===== src/rtl/counter_modulo_ctrl.sv =====
// Up/down modulo counter with run-time limit, synchronous load and
// wrap / saturate / one-shot terminal-count behaviour.
module counter_modulo_ctrl #(
    parameter int WIDTH = 8
) (
    input  logic             clk,
    input  logic             rst,
    input  logic             en,
    input  logic             up,
    input  logic [1:0]       mode,
    input  logic [WIDTH-1:0] limit,
    input  logic             load,
    input  logic [WIDTH-1:0] load_val,
    output logic [WIDTH-1:0] count,
    output logic             tc,
    output logic             done,
    output logic             at_max,
    output logic             at_min
);

    typedef enum logic {
        ST_RUN  = 1'b0,
        ST_DONE = 1'b1
    } state_e;

    typedef enum logic [1:0] {
        MODE_WRAP    = 2'b00,
        MODE_SAT     = 2'b01,
        MODE_ONESHOT = 2'b10,
        MODE_RSVD    = 2'b11
    } mode_e;

    state_e           state_q, state_d;
    logic [WIDTH-1:0] count_q, count_d;
    logic             tc_q, tc_d;
    logic             done_q, done_d;

    mode_e mode_sel;
    logic  is_wrap;
    logic  is_oneshot;
    logic  up_terminal;
    logic  down_terminal;

    assign mode_sel   = mode_e'(mode);
    assign is_wrap    = (mode_sel == MODE_WRAP) || (mode_sel == MODE_RSVD);
    assign is_oneshot = (mode_sel == MODE_ONESHOT);

    // A zero limit makes every step terminal, including a down step from a
    // count left above the freshly lowered limit.
    assign up_terminal   = (count_q >= limit);
    assign down_terminal = (count_q == '0) || (limit == '0);

    always_comb begin
        // NOTE: every always_comb output gets a default first so no path
        // leaves it unassigned, which would infer a latch.
        state_d = state_q;
        count_d = count_q;
        tc_d    = 1'b0;
        done_d  = done_q;

        if (load) begin
            count_d = (load_val > limit) ? limit : load_val;
            state_d = ST_RUN;
            done_d  = 1'b0;
        end else if (en && (state_q == ST_RUN)) begin
            if (up) begin
                if (up_terminal) begin
                    tc_d    = 1'b1;
                    count_d = is_wrap ? '0 : limit;
                end else begin
                    count_d = count_q + WIDTH'(1);
                end
            end else begin
                if (down_terminal) begin
                    tc_d    = 1'b1;
                    count_d = is_wrap ? limit : '0;
                end else if (count_q > limit) begin
                    count_d = limit;
                end else begin
                    count_d = count_q - WIDTH'(1);
                end
            end

            if (tc_d && is_oneshot) begin
                state_d = ST_DONE;
                done_d  = 1'b1;
            end
        end
    end

    // NOTE: sequential state uses non-blocking assignments so all flops
    // sample the same pre-edge values regardless of statement order.
    always_ff @(posedge clk or negedge rst) begin
        if (!rst) begin
            state_q <= ST_RUN;
            count_q <= '0;
            tc_q    <= 1'b0;
            done_q  <= 1'b0;
        end else begin
            state_q <= state_d;
            count_q <= count_d;
            tc_q    <= tc_d;
            done_q  <= done_d;
        end
    end

    assign count  = count_q;
    assign tc     = tc_q;
    assign done   = done_q;
    assign at_max = (count_q >= limit);
    assign at_min = (count_q == '0);

endmodule


===== config.mk =====
export PLATFORM = sky130hd
export DESIGN_NAME = counter_modulo_ctrl
export DESIGN_NICKNAME = d
export VERILOG_FILES = /design/src/rtl/counter_modulo_ctrl.sv
export SDC_FILE = /design/constraint.sdc
export NUM_CORES = 1
export LEC_CHECK = 0
export CAP_MARGIN = 20
export CORE_MARGIN = 2
export CORE_UTILIZATION = 52
export DETAILED_ROUTE_END_ITERATION = 7
export GPL_TIMING_DRIVEN = 0
export PLACE_DENSITY = 0.9
export SLEW_MARGIN = 20
export SYNTH_ARGS = -nofsm -noshare
export SYNTH_HDL_FRONTEND = slang
export SYNTH_SLANG_ARGS = --single-unit

===== constraint.sdc =====
create_clock -name clk -period 2.8 [get_ports clk]
set_input_delay 0.56 -clock clk [delete_from_list [all_inputs] [get_ports clk]]
set_output_delay 0.56 -clock clk [all_outputs]
set_load 0.03 [all_outputs]

==> out/qor.txt <==
Most common cell after layout, fill and taps aside = clkdlybuf4s50_1
Power Density = 499 nW/um^2
Worst path bufs/invs = 3
Final min period = 2750 ps
Slew @ Worst Pin = 902 ps
Mapped cell area = 1690 sq um
Yosys Warn Count = 0
CP top delay family = buffers and inverters
FFs w/ async S/R, synth = 100%
Reg-to-reg slack, setup = 170 ps
Final non-filler cell total = 298
Clock skew = 6.09 ps
RePlAce Congestion = 1.02
Critical Path End Type = primary output
Max-Cap Viols = 0
Top FF cell, synth = dfrtp_1
Top cell type's share of synthesized area = 14.8%
Crit-path max FO = 8
Power Total = 1.09 mW
DPL Wire Length = 4.15 mm
Initial antenna violation count = 0
CP arrival = 2190 ps
DR WL/cell = 18.5 um
Switching power = 0.515 mW
Critical Path RT = 2240 ps
Multiplexer share of the synthesized area = 0%
Cell variety after synth = 57
Synth Area per Inst = 8.02 sq um
Max clock buf depth = 2
Layout Nets = 298
Synthesis-to-finish area growth = 28.7%
CP max stage delay = 660 ps
Port Buffer Count = 32
Slew headroom = 39.7%
Share of cells above drive strength 1 = 18.9%
GRT Total Usage = 32.0%
Hold Violations, Final = 0
Antenna cells = 0
Synth Register Bits = 10
Post-synth EDFFs = 0
Main combinational cell family by area after synthesis = compound AO/OA/AOI/OAI gates
Via count = 2054
Die Wd = 61.1 um
Clock group share of total power = 13.2%
Most frequent cells in the layout = clkdlybuf4s50_1, ha_1, inv_1, nand3_1, o21ai_0
Fin Setup TNS = 0 ps
Post-synthesis compound-gate area fraction = 31.0%
Mapped Nets = 254
Max Slew Vio Count = 0
Routed wire length = 5.52 mm
Final Setup Violations = 0
Flop pwr share = 19.8%
Largest net degree at the start of global routing = 11
Initial Utilization = 55.0%
GRT overflow = 0
Clock transition at the registers of the reported paths = 80 ps
Drt first-iter violations = 188
Htree depth = 1
Pint = 0.573 mW
Number of global-route vias before repair = 1927
Clk Latency, worst-skew pair = 280 ps
CTS tree = built
Unrepaired setup endpoints after global routing = yes
Cell count after placement = 287
# IOs = 35
Gate power share = 67.0%
First-pass GRT wire length = 8.80 mm
Die Span Y = 61.1 um
Fmax = 363 MHz
Post-synthesis simple-gate area fraction = 22.7%
XOR/XNOR Fraction of Synth Area = 5.17%
Maximum vdd drop = 0.243 mV
First-pass iteration count of the detailed router = 5
Post-synthesis cell count = 211
Yosys top cell by area = dfrtp_1
Fin crit share = 98.3%
Detail Route Antenna Nets = 0
Die area = 3730 sq um
Clk root buf = clkbuf_4
Net Sw Frac = 47.3%
Via density = 6.89
Status = complete, no violations
Ranking of synthesized cells by area = dfrtp_1, ha_1, xnor2_1
Core Region = 3080 sq um
DR DRC count = 0
CP cell instances = buf_6 > nor4_2 > nand3_2 > inv_2 > clkdlybuf4s50_1
Sink Count = 10
CP Class = reg2out
Crit-path slowest cell = clkdlybuf4s50_1
Leak Pwr = 0.884 nW
Critical Path Source Type = flop
Adder-cell area share of the yosys netlist = 14.8%
TritonCTS buffer count = 3
Seq/Total Area, Yosys = 14.8%
Fillers = 268
Rows = 20
Hold WC Path Type = reg2reg
## path summary, 6_finish.rpt
| kind | startpoint | end | cells after the start |
|---|---|---|---|
| hold / removal | done | done | 1 |
| setup reg to reg | count[0] | count[0] | 11 |
| max in group asynchronous | rst | count[1] | 1 |
| min in group asynchronous | rst | done | 1 |
| setup / recovery | count[4] | at_min | 5 |
| hold reg to reg | done | done | 1 |
## logic make-up (layout without fill, tap and decap cells)
logic type                 Yosys count  after routing
AOI/OAI and AO/OA                   71             71
and+or+nand+nor                     68             68
buffers and inverters               32             75
adders and majority gates           20             20
xor gates and xnor gates            10             10
DFF                                 10             10
## power by group through the flow
stage	clock, mW	sequential (mW)	combinational [mW]
after floorplan	0	0.256	0.404
after global placement	0	0.213	0.655
after detailed placement	0	0.213	0.664
after CTS	0.142	0.212	0.692
after global routing	0.146	0.219	0.782
final	0.144	0.215	0.729
## synth_stat cells (2+ instances only)
| cell type | instances |
|---|---|
| o21ai_0 | 13 |
| nor3_1 | 2 |
| and2_1 | 3 |
| o211ai_1 | 3 |
| nand3_1 | 13 |
| a21oi_1 | 9 |
| xor2_1 | 2 |
| a31o_2 | 2 |
| a311oi_1 | 2 |
| buf_6 | 3 |
| dfrtp_1 | 10 |
| a22oi_1 | 6 |
| clkbuf_8 | 4 |
| ha_1 | 20 |
| xnor2_1 | 8 |
| nor4_1 | 4 |
| a222oi_1 | 2 |
| nand4_1 | 8 |
| nor4_2 | 2 |
| inv_1 | 18 |
| nor2_1 | 10 |
| a2111oi_0 | 4 |
| a211oi_1 | 7 |
| nand2_1 | 12 |
| nor2b_1 | 3 |
| clkbuf_2 | 2 |
| and4_2 | 2 |
| o221ai_1 | 3 |
| a221oi_1 | 3 |
| a31oi_1 | 3 |
| o31ai_1 | 2 |
## through the flow
stage / setup WS, ps / hold WS, ps / instance area (sq um) / utilization [%]
floorplan: 321 / 264 / 1690 / -
global placement: -824 / 544 / 2070 / 67.2
detailed placement: -870 / 547 / 2070 / 67.2
CTS: 28.0 / 564 / 2160 / 70.3
global route: -24.7 / 612 / 2180 / 70.8
finish: 47.1 / 568 / 2180 / 70.8
## metal layers
layer  track usage (%)  share of wire, %  up-vias
met3              7.14                13       42
li1                  -                 -      909
met5                 0                 0        -
met2              51.5                45      172
met1              39.8                37      931
met4              17.1               5.4        0
## registers in the layout, summed over array words and instances (netlist names)
signal / flops
count: 8
done: 1
tc: 1
## final cells by class
| cell class | count | area (sq um) | share of cell area (%) |
|---|---|---|---|
| Inverter | 19 | 71.3 | 3.27 |
| Clock buffer | 4 | 36.3 | 1.67 |
| Buffer | 13 | 128 | 5.86 |
| Sequential cell | 10 | 251 | 11.5 |
| Multi-Input combinational cell | 169 | 1280 | 59.0 |
| Tap cell | 44 | 55.1 | 2.53 |
| Timing Repair Buffer | 39 | 352 | 16.1 |
## what timing repair did
| item | in CTS | in global routing |
|---|---|---|
| gates resized for setup | 23 | 11 |
| hold buffers | 0 | 0 |
| setup buffers | 5 | 2 |
| pin swaps | 4 | 3 |
| setup endpoints to repair | 8 | 8 |
| cloned | 0 | 0 |
(Power assumes the default switching activity.)
